[config.mk]
export PLATFORM = sky130hd
export DESIGN_NAME = addsub_seq_ctrl
export DESIGN_NICKNAME = d
export VERILOG_FILES = /design/src/rtl/addsub_seq_ctrl_pkg.sv /design/src/rtl/addsub_seq_ctrl_chunk.sv /design/src/rtl/addsub_seq_ctrl.sv
export SDC_FILE = /design/constraint.sdc
export NUM_CORES = 1
export LEC_CHECK = 0
export ABC_AREA = 1
export CAP_MARGIN = 10
export CORE_MARGIN = 3
export CORE_UTILIZATION = 52
export DETAILED_ROUTE_END_ITERATION = 6
export GPL_TIMING_DRIVEN = 0
export PLACE_DENSITY_LB_ADDON = 0.3
export SYNTH_ARGS = -nofsm -noshare
export SYNTH_HDL_FRONTEND = slang
export SYNTH_SLANG_ARGS = --single-unit
[constraint.sdc]
create_clock -name clk -period 3.8 [get_ports clk]
set_clock_uncertainty 0.1 [all_clocks]
set_input_delay 1.14 -clock clk [delete_from_list [all_inputs] [get_ports clk]]
set_output_delay 1.14 -clock clk [all_outputs]
set_load 0.02 [all_outputs]
[src/rtl/addsub_seq_ctrl_pkg.sv]
// Shared constants for the chunked add/subtract engine: FSM encodings and default widths.
package addsub_seq_ctrl_pkg;

    localparam logic [1:0] ST_IDLE = 2'd0;
    localparam logic [1:0] ST_RUN  = 2'd1;
    localparam logic [1:0] ST_DONE = 2'd2;

    localparam int unsigned DEFAULT_N = 32;
    localparam int unsigned DEFAULT_K = 8;

endpackage

[src/rtl/addsub_seq_ctrl_chunk.sv]
// K-bit combinational ripple slice built from full-adder cells.
// Exposes the carry into the top bit so the caller can derive signed overflow.
module addsub_seq_ctrl_chunk #(
    parameter int unsigned K = 8
) (
    input  logic [K-1:0] a,
    input  logic [K-1:0] b,
    input  logic         cin,
    output logic [K-1:0] s,
    output logic         cout,
    output logic         cmsb
);

    logic [K:0] c;

    assign c[0] = cin;

    for (genvar i = 0; i < K; i++) begin : g_fa
        assign s[i]   = a[i] ^ b[i] ^ c[i];
        assign c[i+1] = (a[i] & b[i]) | (c[i] & (a[i] ^ b[i]));
    end

    assign cout = c[K];
    assign cmsb = c[K-1];

endmodule

[src/rtl/addsub_seq_ctrl.sv]
// Multi-cycle N-bit add/subtract engine resolving K bits per cycle through one ripple slice,
// with valid/ready handshakes on both sides and registered result/flags.
module addsub_seq_ctrl
    import addsub_seq_ctrl_pkg::*;
#(
    parameter int unsigned N = DEFAULT_N,
    parameter int unsigned K = DEFAULT_K
) (
    input  logic         clk,
    input  logic         reset,
    input  logic         in_valid,
    output logic         in_ready,
    input  logic [N-1:0] a,
    input  logic [N-1:0] b,
    input  logic         sub,
    output logic         out_valid,
    input  logic         out_ready,
    output logic [N-1:0] sum,
    output logic         carry,
    output logic         overflow,
    output logic         zero
);

    localparam int unsigned NC = N / K;
    localparam int unsigned IW = (NC > 1) ? $clog2(NC) : 1;

    if ((N % K != 0) || (N < 4) || (N > 256) || (N % 4 != 0)) begin : g_param_err
        $error("addsub_seq_ctrl: N must be 4..256, a multiple of 4, and a multiple of K");
    end

    logic [1:0]    state_q, state_d;
    logic [IW-1:0] idx_q, idx_d;
    logic [N-1:0]  a_q, a_d;
    logic [N-1:0]  b_q, b_d;
    logic [N-1:0]  res_q, res_d;
    logic [N-1:0]  sum_q, sum_d;
    logic          cy_q, cy_d;
    logic          carry_q, carry_d;
    logic          ovf_q, ovf_d;
    logic          zero_q, zero_d;

    logic [K-1:0]  ch_s;
    logic          ch_cout;
    logic          ch_cmsb;
    logic [N-1:0]  res_next;

    // Operands are consumed from the low end; each new result chunk enters at the top.
    addsub_seq_ctrl_chunk #(
        .K (K)
    ) u_chunk (
        .a    (a_q[K-1:0]),
        .b    (b_q[K-1:0]),
        .cin  (cy_q),
        .s    (ch_s),
        .cout (ch_cout),
        .cmsb (ch_cmsb)
    );

    assign res_next = (res_q >> K) | (N'(ch_s) << (N - K));

    always_comb begin
        state_d = state_q;
        idx_d   = idx_q;
        a_d     = a_q;
        b_d     = b_q;
        res_d   = res_q;
        sum_d   = sum_q;
        cy_d    = cy_q;
        carry_d = carry_q;
        ovf_d   = ovf_q;
        zero_d  = zero_q;
        case (state_q)
            ST_IDLE: begin
                if (in_valid) begin
                    a_d     = a;
                    b_d     = b ^ {N{sub}};
                    cy_d    = sub;
                    idx_d   = '0;
                    res_d   = '0;
                    state_d = ST_RUN;
                end
            end
            ST_RUN: begin
                a_d   = a_q >> K;
                b_d   = b_q >> K;
                res_d = res_next;
                cy_d  = ch_cout;
                idx_d = idx_q + IW'(1);
                if (idx_q == IW'(NC - 1)) begin
                    sum_d   = res_next;
                    carry_d = ch_cout;
                    ovf_d   = ch_cmsb ^ ch_cout;
                    zero_d  = (res_next == '0);
                    state_d = ST_DONE;
                end
            end
            ST_DONE: begin
                if (out_ready) begin
                    state_d = ST_IDLE;
                end
            end
            default: state_d = ST_IDLE;
        endcase
    end

    always_ff @(posedge clk) begin
        if (reset) begin
            state_q <= ST_IDLE;
            idx_q   <= '0;
            a_q     <= '0;
            b_q     <= '0;
            res_q   <= '0;
            sum_q   <= '0;
            cy_q    <= 1'b0;
            carry_q <= 1'b0;
            ovf_q   <= 1'b0;
            zero_q  <= 1'b0;
        end else begin
            state_q <= state_d;
            idx_q   <= idx_d;
            a_q     <= a_d;
            b_q     <= b_d;
            res_q   <= res_d;
            sum_q   <= sum_d;
            cy_q    <= cy_d;
            carry_q <= carry_d;
            ovf_q   <= ovf_d;
            zero_q  <= zero_d;
        end
    end

    assign in_ready  = (state_q == ST_IDLE);
    assign out_valid = (state_q == ST_DONE);
    assign sum       = sum_q;
    assign carry     = carry_q;
    assign overflow  = ovf_q;
    assign zero      = zero_q;

endmodule
==> flow_summary.yaml <==
detailed_routing:
  drt-pass1-iter-count: 5
  wl_per_cell_um: 14.2
  via_per_inst: 5.09
  route.detailed.drc: 0
  drt_iter0_drc: 328
  dr_total_vias: 5164
  wirelength_um: 14400
  drtAntennaViolNets: 0
grt:
  grt_pass1_wl_um: 23500
  grt_max_degree: 17
  first_global_vias: 5052
  grt_usage: 0.250
  antenna_found_initial: 0
  grt_overflow: 0
synthesis:
  synthDistinctLibCells: 25
  netlist_area_um2: 5530
  synth_area_per_cell_um2: 7.45
  ys_warn_count: 0
  ys_ff_latch: 128
  post_synth_inst_count: 742
  synth_seq_area_share: 0.463
  syn_nets: 820
clocking:
  clkLatencyLatePin_ns: 0.52
  clk_pin_slew_ns: 0.06
  cts.htree.levels: 4
  clkSinkCount: 128
  cts_tree: "done"
  hold_buffers: 0
  clockBufferDepth: 2
  root_buffer: "clkbuf_8"
  cts_made_buffers: 17
critical_path:
  critPathKind: "reg2reg"
  critPathArrivalTime_ns: 4.01
  reg2reg_depth: 19
  timing.critical_path.cells: "inv_1, fa_2, fa_2, inv_2, fa_2, fa_2, fa_2, inv_1, fa_2, inv_2, fa_2, inv_2, fa_1, nand3_1, nor2_1, nand3_1, nor2_2, nor2_1, nor2_1"
  r2r-end: "zero"
  path_buf_inv: 5
  reg2reg_from: "cy_q"
  crit_top_cell: "fa_2"
  cp_max_fo: 2
  crit_slowest_cell: "fa_1"
  end_kind: "register"
  slowest_delay_ns: 0.52
  cp.required_ns: 4.15
  crit_family: "adder cells"
  start_kind: "register"
  worst-r2r-setup-slack_ns: 0.14
finish:
  utilization: 0.712
  nets: 944
  diodes: 0
  layout_common_cells: "nand2_1 (294), dfxtp_1 (126), clkdlybuf4s50_1 (103)"
  area_growth_pct: 32.8
  drive_gt1_frac: 0.0957
  final_common_cell: "nand2_1"
  nFillCells: 803
place:
  io_buffers: 103
  dpl.hpwl_um: 10700
  routabilityCongestion: 0.849
  dp_slack_ns: 0.0306
timing:
  finalHoldViolCount: 0
  fin_crit_ns: 3.66
  setup_viol: 0
  slew_headroom: 0.590
  max_freq_mhz: 273
  post-route-period-util: 0.962
  maxSlewViolCount: 0
  tightest_slew_ns: 0.615
  setup_slack_ns: 0.143
floorplanning:
  start_util: 0.536
  core_area_um2: 10300
  chipWidth_um: 109
  dieArea_um2: 11900
  ios: 106
  die_h_um: 109
  rows: 37
min_path:
  min_to: "idx_q[0]"
  worstHoldPathCells: 1
  hold_class: "reg2reg"
  hold_start: "idx_q[0]"
power:
  peakVddDrop_mv: 0.271
  finalPower_mw: 3.42
  p_leak_nw: 2.99
  p_per_area_nw_per_um2: 466
job:
  cap_violations: 0
run_status:
  status: "completed"
[logic make-up after synthesis]
family,synth area share
compound gates,0.132
xor+xnor,0.0523
simple gates,0.235
flops,0.463
fa+ha+maj,0.0312
buf+inv,0.0866
[timing repair]
item,4_1_cts,5_1_grt
setup buffers,0,2
gates resized for setup,0,14
setup endpoints to repair,0,3
[final cells by class]
class | count | area [um^2] | share of cell area
sequential | 128 | 2560 | 0.349
clock buffer | 20 | 435 | 0.0593
inverter | 62 | 233 | 0.0317
tap | 136 | 170 | 0.0232
multi-input combinational | 505 | 2510 | 0.342
clock inverter | 11 | 140 | 0.0191
timing repair buffer | 105 | 1050 | 0.142
buffer | 47 | 246 | 0.0336
[power by group]
| part | internal (mW) | switching [mW] |
|---|---|---|
| Clock | 1.01 | 0.581 |
| Combinational | 0.182 | 0.216 |
| Sequential | 1.40 | 0.0375 |
[worst max path at each step]
stage,to,from,depth (start not counted)
floorplan,zero,a_q[0],19
global placement,zero,a_q[0],19
detailed placement,zero,a_q[0],19
CTS,zero,a_q[0],19
global route,zero,cy_q,19
finish,zero,cy_q,19
[worst register-to-register path: stages, from the launching register on]
cell	delay [ns]
dfxtp_2	0.33
inv_1	0.06
fa_2	0.39
fa_2	0.34
inv_2	0.07
fa_2	0.19
fa_2	0.19
fa_2	0.18
inv_1	0.05
fa_2	0.33
inv_2	0.07
fa_2	0.21
inv_2	0.04
fa_1	0.52
nand3_1	0.08
nor2_1	0.12
nand3_1	0.09
nor2_2	0.12
nor2_1	0.05
nor2_1	0.07
[metal layers]
| metal | vias up | global-route usage | routed length, um |
|---|---|---|---|
| met4 | 0 | 0.0730 | 213 |
| met3 | 23 | 0.0444 | 1040 |
| li1 | 2576 | - | - |
| met2 | 215 | 0.426 | 6990 |
| met1 | 2350 | 0.325 | 6170 |
| met5 | - | 0 | 0 |
[cells in the mapped netlist (all sizes together)]
master / n / area [um^2]
a31oi: 6 / 37.5
nand2: 297 / 1120
fa: 8 / 160
xor2: 9 / 78.8
nor2: 25 / 93.8
buf: 30 / 175
clkinv: 1 / 3.75
o21a: 2 / 15.0
xnor2: 24 / 210
o21ai: 2 / 10.0
dfxtp: 128 / 2560
o221ai: 4 / 35.0
a21oi: 83 / 415
a22oi: 8 / 60.1
or2: 1 / 6.26
ha: 1 / 12.5
clkbuf: 17 / 71.3
nand3: 14 / 75.1
o211ai: 21 / 158
inv: 61 / 229
[registers in the layout, indices dropped and copies added, names as in the netlist]
register and flops:
state_q 2, idx_q 2, res_q 24, carry 1, zero 1, cy_q 1, overflow 1, a_q 32
b_q 32, sum 32
[through the flow]
| stage | instances | setup TNS (ns) | hold WS (ns) | instance area, um^2 |
|---|---|---|---|---|
| after floorplan | 742 | 0 | 0.328 | 5530 |
| after detailed placement | 981 | 0 | 0.355 | 6730 |
| after global placement | 981 | 0 | 0.344 | 6730 |
| after CTS | 1012 | 0 | 0.365 | 7310 |
| final | 1014 | 0 | 0.361 | 7350 |
| after global routing | 1014 | -0.0131 | 0.382 | 7350 |
(Power assumes the default switching activity.)
